File: src/rtl/bcd_key_pkg.sv
// Shared types, state encodings and the round-robin key selector for the
// keypad sequencer.
package bcd_key_pkg;

  localparam int unsigned NUM_KEYS  = 10;
  localparam int unsigned KEY_IDX_W = 4;

  typedef logic [3:0]           bcd_t;
  typedef logic [KEY_IDX_W-1:0] key_idx_t;
  typedef logic [1:0]           state_t;

  localparam state_t IDLE     = 2'd0;
  localparam state_t DEBOUNCE = 2'd1;
  localparam state_t GRANT    = 2'd2;
  localparam state_t RELEASE  = 2'd3;

  typedef struct packed {
    logic     found;
    key_idx_t idx;
  } rr_sel_t;

  // First set request bit searching upward from ptr+1, wrapping at NUM_KEYS.
  function automatic rr_sel_t rr_select(input logic [NUM_KEYS-1:0] req,
                                        input key_idx_t ptr);
    rr_sel_t     r;
    int unsigned j;
    key_idx_t    jj;
    r = '0;
    for (int unsigned i = 1; i <= NUM_KEYS; i++) begin
      j  = (32'(ptr) + i) % NUM_KEYS;
      jj = KEY_IDX_W'(j);
      if (!r.found && req[jj]) begin
        r.found = 1'b1;
        r.idx   = jj;
      end
    end
    return r;
  endfunction

endpackage

File: src/rtl/bcd_key_sequencer_onehot_to_bcd.sv
// One-hot decimal to BCD encoder; zero or multi-hot input encodes as 0.
module onehot_to_bcd
  import bcd_key_pkg::*;
(
  input  logic [NUM_KEYS-1:0] onehot,
  output bcd_t                bcd_c
);

  always_comb begin
    bcd_c = '0;
    case (onehot)
      10'b00_0000_0001: bcd_c = 4'd0;
      10'b00_0000_0010: bcd_c = 4'd1;
      10'b00_0000_0100: bcd_c = 4'd2;
      10'b00_0000_1000: bcd_c = 4'd3;
      10'b00_0001_0000: bcd_c = 4'd4;
      10'b00_0010_0000: bcd_c = 4'd5;
      10'b00_0100_0000: bcd_c = 4'd6;
      10'b00_1000_0000: bcd_c = 4'd7;
      10'b01_0000_0000: bcd_c = 4'd8;
      10'b10_0000_0000: bcd_c = 4'd9;
      default:          bcd_c = 4'd0;
    endcase
  end

endmodule

File: src/rtl/bcd_key_sequencer.sv
// Debounces decimal keys, arbitrates round-robin, shifts BCD digits into an
// entry register and offers the full entry over valid/ready.
module bcd_key_sequencer
  import bcd_key_pkg::*;
#(
  parameter int unsigned NUM_DIGITS      = 4,
  parameter int unsigned DEBOUNCE_CYCLES = 4
) (
  input  logic                           clk,
  input  logic                           rst_n,
  input  logic [NUM_KEYS-1:0]            key,
  input  logic                           clear,
  input  logic                           out_ready,
  output logic [4*NUM_DIGITS-1:0]        digits_out,
  output logic [$clog2(NUM_DIGITS+1)-1:0] count,
  output logic                           out_valid,
  output logic                           digit_valid,
  output bcd_t                           digit_bcd
);

  localparam int unsigned DW    = 4 * NUM_DIGITS;
  localparam int unsigned CNT_W = $clog2(NUM_DIGITS + 1);
  localparam int unsigned DBC_W = $clog2(DEBOUNCE_CYCLES + 1);

  state_t              state_q, state_n;
  logic [NUM_KEYS-1:0] pending_q, pending_n;
  logic [DBC_W-1:0]    dbc_q, dbc_n;
  key_idx_t            ptr_q, ptr_n;
  logic [DW-1:0]       digits_n;
  logic [CNT_W-1:0]    count_n;
  logic                digit_valid_n;
  bcd_t                digit_bcd_n;

  rr_sel_t             sel;
  logic                full, handshake, do_grant;
  logic [NUM_KEYS-1:0] grant_vec;
  bcd_t                bcd_c;

  assign full      = (count == CNT_W'(NUM_DIGITS));
  assign out_valid = full;
  assign handshake = full && out_ready;
  assign sel       = rr_select(pending_q, ptr_q);
  // Grant only in GRANT with room, and never on a clear or handshake edge.
  assign do_grant  = (state_q == GRANT) && !full && !handshake && !clear && sel.found;
  assign grant_vec = do_grant ? (NUM_KEYS'(1) << sel.idx) : '0;

  onehot_to_bcd u_enc (
    .onehot (grant_vec),
    .bcd_c  (bcd_c)
  );

  always_ff @(posedge clk or negedge rst_n) begin
    if (!rst_n) begin
      state_q     <= IDLE;
      pending_q   <= '0;
      dbc_q       <= '0;
      ptr_q       <= KEY_IDX_W'(NUM_KEYS - 1);
      digits_out  <= '0;
      count       <= '0;
      digit_valid <= 1'b0;
      digit_bcd   <= '0;
    end else begin
      state_q     <= state_n;
      pending_q   <= pending_n;
      dbc_q       <= dbc_n;
      ptr_q       <= ptr_n;
      digits_out  <= digits_n;
      count       <= count_n;
      digit_valid <= digit_valid_n;
      digit_bcd   <= digit_bcd_n;
    end
  end

  always_comb begin
    state_n       = state_q;
    pending_n     = pending_q;
    dbc_n         = dbc_q;
    ptr_n         = ptr_q;
    digits_n      = digits_out;
    count_n       = count;
    digit_valid_n = 1'b0;
    digit_bcd_n   = digit_bcd;

    case (state_q)
      IDLE: begin
        if (key != '0) begin
          pending_n = key;
          dbc_n     = '0;
          state_n   = DEBOUNCE;
        end
      end
      DEBOUNCE: begin
        if (key == pending_q) begin
          if (dbc_q == DBC_W'(DEBOUNCE_CYCLES - 1)) begin
            dbc_n   = '0;
            state_n = GRANT;
          end else begin
            dbc_n = dbc_q + DBC_W'(1);
          end
        end else begin
          pending_n = '0;
          dbc_n     = '0;
          state_n   = IDLE;
        end
      end
      GRANT: begin
        if (do_grant) begin
          digits_n      = (digits_out << 4) | DW'(bcd_c);
          count_n       = count + CNT_W'(1);
          ptr_n         = sel.idx;
          pending_n     = pending_q & ~grant_vec;
          digit_valid_n = 1'b1;
          digit_bcd_n   = bcd_c;
        end
        if (pending_n == '0) state_n = RELEASE;
      end
      RELEASE: begin
        if (key == '0) state_n = IDLE;
      end
      default: state_n = IDLE;
    endcase

    if (handshake) begin
      digits_n = '0;
      count_n  = '0;
    end

    // Abort wins over everything and waits for the keypad to go quiet.
    if (clear) begin
      digits_n  = '0;
      count_n   = '0;
      pending_n = '0;
      dbc_n     = '0;
      state_n   = RELEASE;
    end
  end

endmodule

File: config.mk
export PLATFORM = sky130hd
export DESIGN_NAME = bcd_key_sequencer
export DESIGN_NICKNAME = d
export VERILOG_FILES = /design/src/rtl/bcd_key_pkg.sv /design/src/rtl/bcd_key_sequencer_onehot_to_bcd.sv /design/src/rtl/bcd_key_sequencer.sv
export SDC_FILE = /design/constraint.sdc
export NUM_CORES = 1
export LEC_CHECK = 0
export CORE_MARGIN = 4
export CORE_UTILIZATION = 43
export DETAILED_ROUTE_END_ITERATION = 12
export GPL_TIMING_DRIVEN = 0
export SETUP_SLACK_MARGIN = 0.3
export SYNTH_ARGS = -nofsm -noshare
export SYNTH_HDL_FRONTEND = slang
export SYNTH_SLANG_ARGS = --single-unit
File: constraint.sdc
create_clock -name clk -period 14.6 [get_ports clk]
set_input_delay 1.46 -clock clk [delete_from_list [all_inputs] [get_ports clk]]
set_output_delay 1.46 -clock clk [all_outputs]
set_load 0.02 [all_outputs]
==> metrics.cfg <==
[sta]
fin_skew_ns = 0.00426
hold-worst-slack_ns = 0.489
min_period_over_period = 0.502
fin_crit_ns = 7.33
setup_viol = 0
tns_ns = 0
rsz0062_at_grt = false
fmaxAchievable_mhz = 136
tightest_slew_ns = 0.982
slew_violations = 0
slew_headroom = 0.345
hold_viol = 0

[setup_path]
startpoint_type = register
critPathMaxFanout = 17
crit_arrival_ns = 7.54
cp.required_ns = 14.82
end_kind = register
crit_slowest_cell = clkbuf_1
r2r_cells = 24
crit_chain = buf_2 -> inv_1 -> clkbuf_1 -> ha_1 -> buf_1 -> inv_1 -> clkbuf_1 -> ha_1 -> a211o_1 -> o221ai_1 -> a221o_1 -> mux2i_1 -> mux2i_1 -> mux2_1 -> or3_1 -> a211oi_1 -> a22o_1 -> a21oi_1 -> buf_2 -> a2111oi_0 -> o32a_1 -> a41oi_2 -> nor3_2 -> a2bb2oi_2
worst-setup-path-type = reg2reg
slowest_delay_ns = 0.75

[logic_synthesis]
synth_warnings = 0
synth_top_cell_area_share = 0.152
ys_top_cells_by_area = dfrtp_1, ha_1, nand2_1
ys_async_sr_fraction = 1.00
syn-instance-count = 865
syn_avg_cell_area_um2 = 7.82
synth_nets = 924
synth_area_um2 = 6760
yosysUniqueCellTypes = 112
yosys.area.top_type = dfrtp_1
synth_edf_count = 0
ys_seq_area_frac = 0.160
ys.flop_type = dfrtp_1
synth-seq-cells = 43

[min_path]
holdPathStages = 2
hold_class = reg2reg

[clocking]
clkSinkCount = 43
clk_path_buf_depth = 2
cts_tree = built
htree_levels = 2
cts_resized = 0
postCtsSetupBuffers = 0
cts_root_buf = clkbuf_16
holdBufCountCts = 0
path_clk_slew_ns = 0.06
clock_latency_ns = 0.29
cts_made_buffers = 5

[drt]
dr_total_vias = 6990
drt-pass1-iter-count = 5
drt_iter0_markers = 560
routed_via_density = 6.22
postRouteAntennaNets = 0
wire_per_inst_um = 18.9
drc = 0
wl_mm = 21.2

[final_layout]
layout_common_cells = nand2_1, nor2_1, o21ai_0
post_route_cells_drive_above_1_share = 0.107
nets = 970
areaGrowthSynthToFinish_pct = 12.0
n_antenna_cell = 0
fillers = 1546
layout_commonest_cell = nand2_1

[place]
place_hpwl_mm = 16.5
finalWeightedCongestion = 0.934
port-buffer-count = 38

[grt]
grt_max_degree = 40
grt_use_total = 0.235
grt_overflow = 0
grt_pass1_wl_mm = 34.4
antenna_found_initial = 0
grt_pass1_vias = 6350

[floorplan]
dieArea_um2 = 17800
core-area_um2 = 15300
start_util = 0.441
die_y_um = 133
dieWidth_um = 133
num_rows = 45
ioPinCount = 39

[flow_run]
cap_violations = 0

[status]
status = completed

[sequential cells by signal, summed over array words and instances (netlist names)]
name / cells
state_q: 2
digits_out: 16
count: 3
dbc_q: 3
ptr_q: 4
pending_q: 10
digit_valid: 1
digit_bcd: 4
[logic make-up after synthesis]
group                    Yosys count  share of synthesized area
multiplexers                      46                     0.0779
buffers and inverters            102                     0.0733
XOR/XNOR                          34                     0.0513
adder cells (fa/ha/maj)           51                     0.0922
flip-flops                        43                      0.160
AO/OA/AOI/OAI                    280                      0.306
AND/OR/NAND/NOR                  309                      0.239
[metal layers]
| metal | GRT usage | up-vias | share of wire |
|---|---|---|---|
| met5 | 0 | - | 0 |
| met2 | 0.361 | 242 | 0.43 |
| met1 | 0.351 | 3351 | 0.49 |
| li1 | - | 3356 | - |
| met3 | 0.0238 | 41 | 0.051 |
| met4 | 0.0583 | 0 | 0.026 |
[critical path, delay by kind of cell, from the launching register on]
| kind | cells | cell delay (ns) |
|---|---|---|
| buffers and inverters | 7 | 2.47 |
| flip-flops | 1 | 0.54 |
| adder cells (fa/ha/maj) | 2 | 0.84 |
| AO/OA/AOI/OAI | 10 | 2.16 |
| multiplexers | 3 | 0.68 |
| AND/OR/NAND/NOR | 2 | 0.56 |
[worst paths after layout]
check / to / slack, ns / from
max reg2reg: state_q[1] / 7.27 / ptr_q[1]
max in group asynchronous: ptr_q[0] / 13.13 / rst_n
min reg2reg: dbc_q[1] / 0.49 / dbc_q[1]
max: state_q[1] / 7.27 / ptr_q[1]
min in group asynchronous: digits_out[15] / 0.98 / rst_n
min: dbc_q[1] / 0.49 / dbc_q[1]
[final cells by class]
class                   count  area [um2]  share of cell area
multi-input cells         720        5190               0.685
flip-flops and latches     43        1080               0.143
repair buffers             39         395              0.0522
plain buffers              53         312              0.0412
well taps                 211         264              0.0349
inverters                  49         184              0.0243
clock buffers               5         125              0.0165
clock inverters             3        23.8             0.00314
[Yosys cell counts, types with 5 or more instances]
cell type,n
a2bb2oi_1,5
inv_1,47
a31oi_1,9
a22oi_1,5
and2_1,5
ha_1,45
a211oi_1,13
nor4_1,15
nand2_1,75
or3_1,5
nand3_1,32
a2111oi_0,7
a211o_1,6
buf_2,9
a21oi_1,47
o21ai_1,5
nor2b_1,11
nor3_1,22
o221ai_1,5
nand3b_1,5
o2111a_1,5
nor2_1,70
o31ai_1,7
dfrtp_1,41
mux2i_1,27
nand2b_1,16
maj3_1,6
o211ai_1,15
nand4_1,8
and3_1,8
o21a_1,8
mux2_2,12
o21ai_0,55
a21o_1,14
buf_6,8
xnor2_1,20
o32ai_1,6
buf_4,5
xor2_1,9
clkbuf_1,25
[per-stage QoR]
stage	worst slack, ns	util	area [um2]	instances
2_1_floorplan	8.92	-	6760	865
3_3_place_gp	7.46	0.483	7400	1114
3_5_place_dp	7.39	0.484	7420	1115
4_1_cts	7.37	0.494	7570	1123
5_1_grt	6.72	0.494	7570	1123
6_report	7.27	0.494	7570	1123
Power is not shown: default switching activity piles up to over one toggle a cycle in this logic, so the estimate is an artifact.
